## config.mk

```make
export PLATFORM = sky130hd
export DESIGN_NAME = segment_scheduler
export DESIGN_NICKNAME = d
export VERILOG_FILES = /design/src/rtl/segment_scheduler.sv
export SDC_FILE = /design/constraint.sdc
export NUM_CORES = 1
export LEC_CHECK = 0
export CAP_MARGIN = 20
export CORE_UTILIZATION = 50
export CTS_CLUSTER_SIZE = 10
export DETAILED_ROUTE_END_ITERATION = 10
export DONT_BUFFER_PORTS = 1
export MAX_ROUTING_LAYER = met4
export PLACE_DENSITY = 0.62
export SLEW_MARGIN = 20
export SYNTH_ARGS = -nofsm -noshare
export SYNTH_HDL_FRONTEND = slang
export SYNTH_SLANG_ARGS = --single-unit
```

## constraint.sdc

```tcl
create_clock -name clk -period 3.55 [get_ports clk]
set_clock_uncertainty 0.1 [all_clocks]
set_input_delay 0.355 -clock clk [delete_from_list [all_inputs] [get_ports clk]]
set_output_delay 0.355 -clock clk [all_outputs]
set_load 0.01 [all_outputs]
```

## src/rtl/segment_scheduler.sv

```systemverilog
// rtl/segment_scheduler.sv - queued multi-segment run sequencer with bank-swap strobes and capture gating
// Optional looping replay of resident segments is enabled by defining SEGMENT_SCHEDULER_LOOP_EN.
module segment_scheduler #(
    parameter int DEPTH = 8,
    parameter int TW    = 16
) (
    input  logic                     clk,
    input  logic                     reset,
    input  logic [TW-1:0]            seg_din,
    input  logic                     seg_push,
    output logic                     seg_full,
    output logic [$clog2(DEPTH):0]   seg_count,
    input  logic                     start,
    input  logic                     abort,
    input  logic                     fifo_full,
`ifdef SEGMENT_SCHEDULER_LOOP_EN
    input  logic                     loop,
`endif
    output logic                     bank_swap,
    output logic                     capture_en,
    output logic                     busy,
    output logic                     done,
    output logic [7:0]               seg_index,
    output logic                     push_err,
    output logic                     ovf_err
);
    localparam int AW = $clog2(DEPTH);
    localparam int CW = AW + 1;

    typedef enum logic [1:0] {IDLE, LOAD, RUN, DONE} state_t;

    state_t        state, state_next;
    logic [TW-1:0] mem [DEPTH];
    logic [AW-1:0] wr_ptr, rd_ptr, head_ptr;
    logic [CW-1:0] count;
    logic [TW-1:0] cnt, head_dur;
    logic          pop, push_ok, start_ok, more_load, more_run;

    assign pop      = (state == LOAD);
    assign start_ok = (state == IDLE) && start;
    assign seg_full = (count == CW'(DEPTH));
    assign seg_count = count;
    assign head_dur = mem[head_ptr];

`ifdef SEGMENT_SCHEDULER_LOOP_EN
    // pend counts entries not yet loaded in the current pass; a LOAD with
    // pend==0 rewinds lazily to the first resident entry (always slot 0).
    logic [CW-1:0] pend, avail_after_pop;
    logic          rewind;
    assign rewind          = (pend == '0);
    assign head_ptr        = rewind ? '0 : rd_ptr;
    assign avail_after_pop = (rewind ? count : pend) - 1'b1;
    assign more_load       = (avail_after_pop != '0) || (loop && count != '0);
    assign more_run        = (pend != '0) || (loop && count != '0);
    assign push_ok         = seg_push && !seg_full;
`else
    assign head_ptr  = rd_ptr;
    assign more_load = (count > CW'(1));
    assign more_run  = (count != '0);
    assign push_ok   = seg_push && (!seg_full || pop);
`endif

    always_ff @(posedge clk) begin
        if (push_ok) begin
            mem[wr_ptr] <= seg_din;
        end
    end

    always_ff @(posedge clk) begin
        if (reset) begin
            state <= IDLE;
        end else if (abort) begin
            state <= IDLE;
        end else begin
            state <= state_next;
        end
    end

    always_comb begin
        state_next = state;
        unique case (state)
            IDLE: if (start) state_next = (count != '0) ? LOAD : DONE;
            LOAD: begin
                if (head_dur != '0)  state_next = RUN;
                else if (more_load)  state_next = LOAD;
                else                 state_next = DONE;
            end
            RUN:  if (cnt == TW'(1)) state_next = more_run ? LOAD : DONE;
            DONE: state_next = IDLE;
            default: state_next = IDLE;
        endcase
    end

    always_comb begin
        bank_swap  = (state == LOAD);
        capture_en = (state == RUN);
        busy       = (state == LOAD) || (state == RUN);
        done       = (state == DONE);
    end

    always_ff @(posedge clk) begin
        if (reset) begin
            wr_ptr    <= '0;
            rd_ptr    <= '0;
            count     <= '0;
            cnt       <= '0;
            seg_index <= '0;
            push_err  <= 1'b0;
            ovf_err   <= 1'b0;
`ifdef SEGMENT_SCHEDULER_LOOP_EN
            pend      <= '0;
`endif
        end else if (abort) begin
            wr_ptr <= '0;
            rd_ptr <= '0;
            count  <= '0;
            cnt    <= '0;
`ifdef SEGMENT_SCHEDULER_LOOP_EN
            pend   <= '0;
`endif
        end else begin
            if (push_ok) wr_ptr <= wr_ptr + 1'b1;
            if (start_ok) begin
                seg_index <= '0;
                push_err  <= 1'b0;
                ovf_err   <= 1'b0;
            end
            if (seg_push && !push_ok) push_err <= 1'b1;
            if (capture_en && fifo_full) ovf_err <= 1'b1;
            if (pop) begin
                cnt       <= head_dur;
                seg_index <= seg_index + 1'b1;
            end else if (state == RUN) begin
                cnt <= cnt - 1'b1;
            end
`ifdef SEGMENT_SCHEDULER_LOOP_EN
            if (push_ok) count <= count + 1'b1;
            if (start_ok) begin
                rd_ptr <= '0;
                pend   <= count + CW'(push_ok);
            end else if (pop) begin
                rd_ptr <= head_ptr + 1'b1;
                pend   <= avail_after_pop + CW'(push_ok);
            end else if (push_ok) begin
                pend <= pend + 1'b1;
            end
`else
            if (pop) rd_ptr <= rd_ptr + 1'b1;
            if (push_ok && !pop)      count <= count + 1'b1;
            else if (pop && !push_ok) count <= count - 1'b1;
`endif
        end
    end
endmodule

```

## Word-level counts from Yosys, hierarchy flattened

Memory sizes are Yosys's and may differ from the RTL's. A register that Yosys moved wholly into a read port is not among the register bits.
Index checks and enable logic that the tools add are counted.

- Memories: 1
- ROM bits: 0
- Logic and storage cells: 67
- Memory bits (writable): 128
- Input bits: 22
- Register bits after elaboration: 38
- Latch bits: 0

- Shift-type cells: 0
- Multiply operators: 0
- Divide/modulo/power cells: 0
- Bitwise gates (word level): 1
- Magnitude comparators: 1
- Add/subtract/negate cells: 6
- Equal/unequal tests: 7
- Multiplexer cells: 19
- Reduce and logical (&&, ||, !) cells: 24

Memory list:

| name | depth | bits a word | rd ports | clocked after memory_dff | write ports | line | text |
|---|---|---|---|---|---|---|---|
| mem | 8 | 16 | 1 | 1 | 1 | 33 | `logic [TW-1:0] mem [DEPTH];` |

Operator list:

| cell | count |
|---|---|
| $mux 16 | 2 |
| $eq 16x1->1 const B | 1 |
| $mux 8 | 2 |
| $reduce_bool 16->1 | 1 |
| $sub 16x1->16 const B | 1 |
| $mux 2 | 5 |
| $reduce_bool 2->1 | 5 |
| $add 8x1->8 const B | 1 |
| $mux 4 | 2 |
| $pmux 2 s4 | 1 |
| $reduce_and 2->1 | 4 |
| $add 3x1->3 const B | 2 |
| $logic_and 1x1->1 | 6 |
| $mux 3 | 2 |
| $mux 1 | 5 |
| $add 4x1->4 const B | 1 |
| $eq 2x2->1 const B | 2 |
| $eq 4x4->1 const B | 1 |
| $gt 4x1->1 const B | 1 |
| $reduce_bool 4->1 | 1 |
| $sub 4x1->4 const B | 1 |
| $logic_not 1->1 | 3 |
| $eq 2x1->1 const B | 1 |
| $logic_not 2->1 | 1 |
| 5 further kinds | 6 |

## Longest topological paths before layout

Gate-level depths: netlist of the first run.

- Depth in word-level cells: 8
- Mapped depth: 10
- Mapped depth without buffers: 10

## Worst setup path before layout of the first run

Ideal clock, no wire load.

- Kind: register to register
- Start: reg count[0], in the netlist seg_count[0]
- End: mem mem[0][0], enable pin
- Stages on the path, launching flop included: 6
- Data required time: 3.020 ns
- Setup slack: 0.384 ns
- Path buffers: 0
- Setup time: 0.430 ns
- Arrival time: 2.636 ns
- Path through: dfxtp_1 > inv_1 > ha_1 > nand3b_1 > o21ai_0 > nor4_1

- Longest elaborated chain between the ends: 6

RTL lines:

| element | line | text |
|---|---|---|
| from (decl) | 35 | `logic [CW-1:0] count;` |
| from (signal assigned) | 149 | `if (push_ok && !pop) count <= count + 1'b1;` |
| from (signal assigned) | 150 | `else if (pop && !push_ok) count <= count - 1'b1;` |
| $eq 4x4->1 | 41 | `assign seg_full = (count == CW'(DEPTH));` |
| $logic_not 1->1 | 60 | `assign push_ok = seg_push && (!seg_full \|\| pop);` |
| $logic_or 1x1->1 | 60 |  |
| $logic_and 1x1->1 | 60 |  |
| $mux 1 | 64 | `if (push_ok) begin` |
| $mux 1 (not written as such) | 65 | `mem[wr_ptr] <= seg_din;` |
| to (decl) | 33 |  |

No other way between the ends.

==> flow_summary.ini, run 1 <==
[cts]
clk_path_buf_depth = 2
cts.reportedPaths.clkPinSlew_ns = 0.07
postCtsSetupRepairBufs = 0
cts.sinks = 169
post_cts_resized = 0
cts_made_buffers = 17
cts-root-buf = clkbuf_16
cts_tree = yes
h-tree-depth = 4
clk-insertion-delay-late_ns = 0.43

[synthesis]
synthFlopType = edfxtp_1
synth-seq-area-share = 0.653
yosys.area.top_type = edfxtp_1
ys_seq_elements = 169
async_flop_share = 0
netlist.area_leader.share = 0.538
syn_area_um2 = 7140
yosys_warnings = 0
synth_area_leaders = edfxtp_1 54%, dfxtp_1 11%, mux4_2 7.9%
synth_cell_type_count = 52
synth_cells = 475
synth-edff-count = 128
synth_fp_nets = 510
synth.avg_cell_area_um2 = 15.0

[setup_path]
path_max_fanout = 13
cp-start-kind = register
crit_path_end_kind = register
r2r_slack_ns = 0.82
critPathRequiredTime_ns = 3.82
cp_data_arrival_time_ns = 3.00
critPathKind = register to register

[worst_hold_path]
hold_class = input pin to register

[timing]
layout_min_cycle_time_ns = 2.73
rsz0062_at_grt = false
setup_tns_ns = 0
worst_slew_pin_slew_ns = 0.758
fmax_mhz = 367
layout_setup_ws_ns = 0.822
setup_violations = 0
final-max-slew-violation-count = 0
max_slew_margin = 0.494
hold_viol_final = 0
timing.final.crit_share = 0.768

[route]
viasPerCell = 5.81
drtIter0Drc = 364
ant_nets = 0
routed_wl_um = 14200
drc = 0
dr_total_vias = 4086
avgRoutedWirePerCell_um = 20.2
dr.pass1.iters = 4

[grt]
grt.overflow.total = 0
antenna_found_initial = 1
track_usage = 0.214
grt_pass1_wl_um = 22000
grt_max_degree = 33
grt_pass1_vias = 3961

[power]
swShare = 0.258
ir_drop_mv = 0.392
seqPwrFrac = 0.497
p_clk_frac = 0.401
power.internal_mw = 3.31
power.density_nw_per_um2 = 544
p_leak_nw = 2.69
p_sw_mw = 1.15
combPwrFrac = 0.102
p_total_mw = 4.46

[die]
num_rows = 43
dieWidth_um = 122
top_level_ports = 41
core_um2 = 13900
die_area_um2 = 14800
initial_core_util = 0.515
die-height_um = 122

[layout]
drive_above_1_share = 0.172
fin_nets = 544
n_fill_cell = 1103
multiInputGateArea_um2 = 2330
register_area_um2 = 4670
syn_to_final_growth_pct = 14.8

[placed_design]
place_ws_ns = 0.883
dp_hpwl_um = 8760
place.port_buffers = 0
place_congestion = 0.808

[run_status]
status = completed

[run]
maxCapViolCount = 0
## power groups by stage
stage          Combinational, mW  Sequential, mW  Clock [mW]
2_1_floorplan              0.335            2.25           0
3_3_place_gp               0.412            2.26           0
3_5_place_dp               0.417            2.26           0
4_1_cts                    0.455            2.22        1.82
5_1_grt                    0.502            2.22        1.90
6_report                   0.454            2.22        1.79
## area by class of cell
class,instances,area share
inverters,14,0.00641
repair buffers,36,0.0409
clock buffers,17,0.0519
flip-flops and latches,169,0.569
multi-input cells,271,0.285
diodes,1,0.000305
clock inverters,15,0.0192
well taps,180,0.0275
## cells in the final DEF (no fill, tap or decap), drive strengths merged, types with 4 or more instances in the layout
master	n
a31oi	4
nand3	5
inv	20
nand4	9
dlygate4sd3	21
buf	15
clkbuf	17
mux2	5
ha	13
nand2	21
dfxtp	41
clkinv	6
a21oi	29
mux2i	23
mux4	32
xor2	9
or3	4
nor2	43
edfxtp	128
o21ai	8
xnor2	4
nor3	14
nor4	7
## path summary, 6_finish.rpt
path / start / to / cells after the start
worst min register to register: push_err / push_err / 2
worst min-delay path: abort / ovf_err / 2
worst max-delay path: register / state[0] / 5
worst max register to register: register / state[0] / 5
## logic make-up after synthesis
| logic type | synth area share |
|---|---|
| flops | 0.653 |
| simple gates | 0.0858 |
| compound gates | 0.0538 |
| mux | 0.145 |
| buf+inv | 0.0238 |
| xor+xnor | 0.0159 |
| fa+ha+maj | 0.0228 |
## Yosys cell counts (3+ instances only)
| cell | instances |
|---|---|
| a211oi_1 | 3 |
| a21oi_1 | 29 |
| a31oi_1 | 4 |
| buf_2 | 6 |
| clkbuf_1 | 10 |
| dfxtp_1 | 41 |
| edfxtp_1 | 128 |
| ha_1 | 13 |
| inv_1 | 13 |
| mux2_2 | 4 |
| mux2i_1 | 23 |
| mux4_1 | 7 |
| mux4_2 | 25 |
| nand2_1 | 21 |
| nand3_1 | 5 |
| nand3b_1 | 3 |
| nand4_1 | 9 |
| nor2_1 | 43 |
| nor2b_1 | 3 |
| nor3_1 | 13 |
| nor4_1 | 5 |
| o21ai_0 | 8 |
| o221ai_1 | 3 |
| o22ai_1 | 3 |
| or2_2 | 3 |
| or3_1 | 4 |
| xnor2_1 | 4 |
| xor2_1 | 9 |
## layer usage
metal / up-vias / global-route usage / part of all wire
li1: 1919 / - / -
met1: 2065 / 0.271 / 0.45
met2: 92 / 0.338 / 0.49
met3: 10 / 0.0569 / 0.044
met4: 0 / 0.0640 / 0.010
met5: - / - / 0
## what timing repair did
item	in CTS	in global routing
setup endpoints to repair	0	0
hold buffers	21	0
hold endpoints to repair	132	0
## flip-flops by register name, summed over array words and instances (netlist names), named ones only
| register | flops |
|---|---|
| wr_ptr | 3 |
| seg_count | 4 |
| ovf_err | 1 |
| seg_index | 8 |
| cnt | 16 |
| push_err | 1 |
| state | 2 |
| mem | 128 |
| head_ptr | 3 |
## critical path, stage by stage, from the launching register on
cell and delay (ns):
dfxtp_1 0.81, mux4_1 0.70, nor4_1 0.41, mux2i_1 0.15, nor3_2 0.29, a41o_1 0.20
## through the flow
| step | std cells | cell area [µm²] | utilization | hold WS (ns) |
|---|---|---|---|---|
| after floorplan | 475 | 7140 | - | 0.324 |
| after global placement | 649 | 7400 | 0.533 | 0.325 |
| after detailed placement | 649 | 7400 | 0.533 | 0.327 |
| after CTS | 702 | 8200 | 0.590 | 0.000739 |
| after global routing | 703 | 8200 | 0.591 | 0.000140 |
| final | 703 | 8200 | 0.591 | 0.0187 |
No activity file was read; power rests on OpenSTA's default activity.
==> inputs of run 2 (changes only) <==
ABC_AREA = 1   (was not set)
clock period = 2.8 ns   (was 3.55 ns; I/O delays follow)
==> flow_summary.ini, run 2 <==
[timing]
setup_violations = 0
layout_min_cycle_time_ns = 2.30
max_slew_margin = 0.529
worst_slew_pin_slew_ns = 0.706
final-max-slew-violation-count = 0
timing.final.crit_share = 0.821
setup_tns_ns = 0
rsz0062_at_grt = false
hold_viol_final = 0
fmax_mhz = 435

[power]
p_leak_nw = 3.59
p_total_mw = 5.87
power.density_nw_per_um2 = 675
ir_drop_mv = 0.569

[synthesis]
synth_fp_nets = 867
ys_seq_elements = 169
yosys.area.top_type = edfxtp_1
synth_cell_type_count = 29
syn_area_um2 = 7630
synth_cells = 832
synthFlopType = edfxtp_1
synth_area_leaders = edfxtp_1 50%, nand2_1 12%, dfxtp_1 11%
async_flop_share = 0
synth-seq-area-share = 0.612
yosys-top-cells-count = 253 x nand2_1, 128 x edfxtp_1, 114 x inv_1
yosys_warnings = 0
synth.avg_cell_area_um2 = 9.17
netlist.area_leader.share = 0.504
synth-edff-count = 128
synth.most_common_cell = nand2_1

[grt]
antenna_found_initial = 0
track_usage = 0.231
grt.overflow.total = 0
grt_max_degree = 72
grt_pass1_wl_um = 26900
grt_pass1_vias = 5324

[die]
initial_core_util = 0.519
dieWidth_um = 126
die_area_um2 = 15800
core_um2 = 14700
num_rows = 44
top_level_ports = 41
die-height_um = 126

[cts]
cts_made_buffers = 17
cts.sinks = 169
cts.reportedPaths.clkPinSlew_ns = 0.07
h-tree-depth = 4
cts-root-buf = clkbuf_16
postCtsSetupRepairBufs = 0
clk_path_buf_depth = 2
clk-insertion-delay-late_ns = 0.43
cts_tree = yes

[layout]
final_cell_mix = 253 x nand2_1, 128 x edfxtp_1, 114 x inv_1
final_common_cell = nand2_1
num_antenna_cells = 0
syn_to_final_growth_pct = 13.9
drive_above_1_share = 0.0654
top_regs = mem (128), cnt (16), seg_index (8)
largest_register = mem
fin_cells = 1056
fin_nets = 894
largest_reg_flops = 128

[route]
drc = 3
dr_total_vias = 5482
routed_wl_um = 16500
drtIter0Drc = 400
dr.pass1.iters = 8
viasPerCell = 5.19
avgRoutedWirePerCell_um = 15.7
ant_nets = 0

[worst_hold_path]
hold_class = input pin to register

[setup_path]
critPathKind = register to register
path_max_fanout = 16
crit_path_end_kind = register
slowest_delay_ns = 0.51
cp-start-kind = register
cp_data_arrival_time_ns = 2.31
cpMaxStageDelayCell = dfxtp_1
critPathRequiredTime_ns = 2.81
path_cells = inv_1 > ha_1 > inv_1 > nor3_1 > nand2_1 > nand2_1 > inv_1 > nand2_1 > nor2_1 > buf_4

[run]
maxCapViolCount = 0

[placed_design]
dp_hpwl_um = 10400
place_congestion = 0.857
dp.cells = 1003
place.port_buffers = 0

[run_status]
status = finished with violations
violations = DRC
run 2: cell count changes in the layout (fill, tap and decap cells not counted), moves of 21 or more:
cell     previous run  this run
nand3_1             5        82
o21ai_0             8        29
mux2i_1            23         0
a21oi_1            29        51
nand2_1            21       253
inv_1              13       114
mux4_2             25         0
run 2: metrics by stage:
| step | setup slack (ns) | hold slack, ns | instance area, µm² | utilization |
|---|---|---|---|---|
| 2_1_floorplan | 0.345 | 0.249 | 7630 | - |
| 3_3_place_gp | 0.619 | 0.251 | 7840 | 0.533 |
| 3_5_place_dp | 0.548 | 0.256 | 7840 | 0.533 |
| 4_1_cts | 0.535 | 0.0107 | 8690 | 0.591 |
| 5_1_grt | 0.247 | 0.0248 | 8690 | 0.591 |
| 6_report | 0.500 | 0.0418 | 8690 | 0.591 |
run 2: layer usage:
layer	up-vias	part of all wire	wire [µm]	GRT usage
li1	2773	-	-	-
met1	2568	0.45	7520	0.284
met2	118	0.48	8000	0.369
met3	23	0.043	711	0.0591
met4	0	0.018	298	0.0846
met5	-	0	0	-
run 2: final cells by class:
type / instances / area (µm²)
fill: 1230 / 6010
tap: 184 / 230
clock buffer: 17 / 425
sequential: 169 / 4670
inverter: 116 / 438
multi-input combinational: 513 / 2340
clock inverter: 15 / 211
timing repair buffer: 42 / 380
run 2: cell families after synthesis:
logic type | synth area share
flops | 0.612
simple gates | 0.215
buf+inv | 0.0819
xor+xnor | 0.00574
compound gates | 0.0640
fa+ha+maj | 0.0213
run 2: path summary, 6_finish.rpt:
kind | from | end | slack [ns] | cells past startpoint
setup reg to reg | seg_count[0] | mem[2][14] | 0.50 | 10
setup / recovery | seg_count[0] | mem[2][14] | 0.50 | 10
hold reg to reg | cnt[9] | cnt[9] | 0.37 | 2
hold / removal | abort | seg_index[0] | 0.04 | 3
run 2: power breakdown:
part           switching [mW]  leakage, nW  total [mW]  internal [mW]
sequential             0.0385         1.50        2.79           2.75
clock                   0.997        0.315        2.51           1.52
combinational           0.376         1.78       0.563          0.187
run 2: worst max-delay path: cells and delay by family (launching register included):
family	cells	cell delay, ns
simple gates	5	0.53
flops	1	0.51
buf+inv	4	0.63
fa+ha+maj	1	0.20
run 2: repair_timing:
item | 4_1_cts | 5_1_grt
gates resized for setup | 0 | 0
hold buffers | 21 | 0
setup endpoints to repair | 0 | 0
endpoints found under the hold margin | 138 | 0
==> inputs of run 3 (changes only) <==
PLACE_DENSITY = 0.65   (was 0.62)
clock period = 1.9 ns   (was 2.8 ns; I/O delays follow)
==> flow_summary.ini, run 3 (same netlist as run 2, synthesis figures left out) <==
[run_status]
status = finished with violations
violations = DRC, hold timing

[worst_hold_path]
hold_class = input pin to register

[grt]
grt.overflow.total = 0
track_usage = 0.234
grt_pass1_vias = 5330
antenna_found_initial = 0
grt_max_degree = 48
grt_pass1_wl_um = 27100

[setup_path]
critPathKind = register to register
cp_data_arrival_time_ns = 1.88
crit_path_end_kind = register
path_cells = inv_4 > ha_4 > inv_4 > nand2_4 > nand2_4 > nor2_4 > clkinv_4 > nor2_4 > clkbuf_16
cpMaxStageDelayCell = dfxtp_4
cp-start-kind = register
critPathRequiredTime_ns = 1.94
critPathBufInv = 4
slowest_delay_ns = 0.36
cp_top_family = buffers and inverters
path_max_fanout = 8

[cts]
cts.sinks = 169
clk-insertion-delay-late_ns = 0.43
cts_made_buffers = 17
h-tree-depth = 4
cts-root-buf = clkbuf_16
cts_tree = yes
cts.reportedPaths.clkPinSlew_ns = 0.06
clk_path_buf_depth = 2

[timing]
timing.final.crit_share = 0.971
fmax_mhz = 542
setup_tns_ns = 0
worst_slew_pin_slew_ns = 0.662
final-max-slew-violation-count = 0
hold_viol_final = 3
holdWs_ns = -0.154
rsz0062_at_grt = true
max_slew_margin = 0.558
setup_violations = 0
layout_min_cycle_time_ns = 1.84

[layout]
finalInstanceArea_um2 = 9510
final_cell_mix = 229 x nand2_1, 128 x edfxtp_1, 102 x inv_1
fin_cells = 1094
num_antenna_cells = 0
largest_register = mem
n_fill_cell = 1129
top_regs = mem (128), cnt (16), seg_index (8)
final_common_cell = nand2_1
largest_reg_flops = 128
drive_above_1_share = 0.191
fin_nets = 932
syn_to_final_growth_pct = 24.6

[placed_design]
dp.cells = 1023
place.port_buffers = 0
post_dp_cell_area_um2 = 8260
dp_hpwl_um = 10500
place_congestion = 0.865

[die]
top_level_ports = 41
die-height_um = 126
dieWidth_um = 126
num_rows = 44
die_area_um2 = 15800
initial_core_util = 0.519
core_um2 = 14700

[route]
drc = 5
avgRoutedWirePerCell_um = 16.4
viasPerCell = 5.26
wl_met3_um = 792
dr.pass1.iters = 8
route.met2.wl_um = 9080
top_layer = met4
drtIter0Drc = 494
routed_wl_um = 18000
dr_total_vias = 5750
ant_nets = 0
met1_length_um = 7820

[run]
maxCapViolCount = 0

[power]
p_total_mw = 8.54
p_leak_nw = 3.87
ir_drop_mv = 1.02
power.density_nw_per_um2 = 899
[run 3: changes by cell type in the layout (fill, tap and decap cells not counted), sizes merged]
cell and change:
dlygate4sd3 -1, buf +35, clkinvlp +2, bufinv -3, inv +1, clkinv -1
clkbuf +5
[run 3: timing repair]
item                                    4_1_cts  5_1_grt
pin swaps                                     4       21
endpoints found under the setup margin        4       62
endpoints found under the hold margin       142        4
resized for setup                             7       81
cloned                                        0        5
setup buffers                                 3       11
hold buffers                                 20        1
[run 3: layer usage]
layer	up-vias	global-route usage
met3	26	0.0663
li1	2853	-
met1	2708	0.279
met4	0	0.0861
met2	163	0.377
met5	-	-
[run 3: layout make-up]
| type | count | area (µm²) | share of cell area |
|---|---|---|---|
| tap | 184 | 230 | 0.0242 |
| timing repair buffer | 80 | 911 | 0.0958 |
| multi-input combinational | 513 | 2660 | 0.280 |
| inverter | 116 | 463 | 0.0487 |
| sequential | 169 | 4680 | 0.492 |
| clock inverter | 14 | 135 | 0.0142 |
| clock buffer | 18 | 429 | 0.0451 |
[run 3: stage by stage]
step / setup slack [ns] / utilization
2_1_floorplan: -0.00244 / -
3_5_place_dp: -0.0793 / 0.562
6_report: 0.0555 / 0.647
3_3_place_gp: 0.0477 / 0.562
5_1_grt: -0.0299 / 0.647
4_1_cts: -0.0191 / 0.616
[run 3: worst register-to-register path: stages, from the launching register on]
cell	delay [ns]
dfxtp_4	0.36
inv_4	0.08
ha_4	0.20
inv_4	0.06
nand2_4	0.06
nand2_4	0.07
nor2_4	0.11
clkinv_4	0.10
nor2_4	0.21
clkbuf_16	0.21
[run 3: worst paths after layout]
path	cells after the start	slack, ns	from	to
max	9	0.06	state[1]	mem[1][12]
max reg2reg	9	0.06	state[1]	mem[1][12]
min	2	-0.15	seg_push	push_err
min reg2reg	2	0.38	cnt[9]	cnt[9]
[run 3: report_power, final]
part,switching [mW],internal (mW),total (mW)
Clock,1.47,1.84,3.31
Combinational,0.665,0.453,1.12
Sequential,0.0559,4.06,4.11
Total,2.19,6.35,8.54
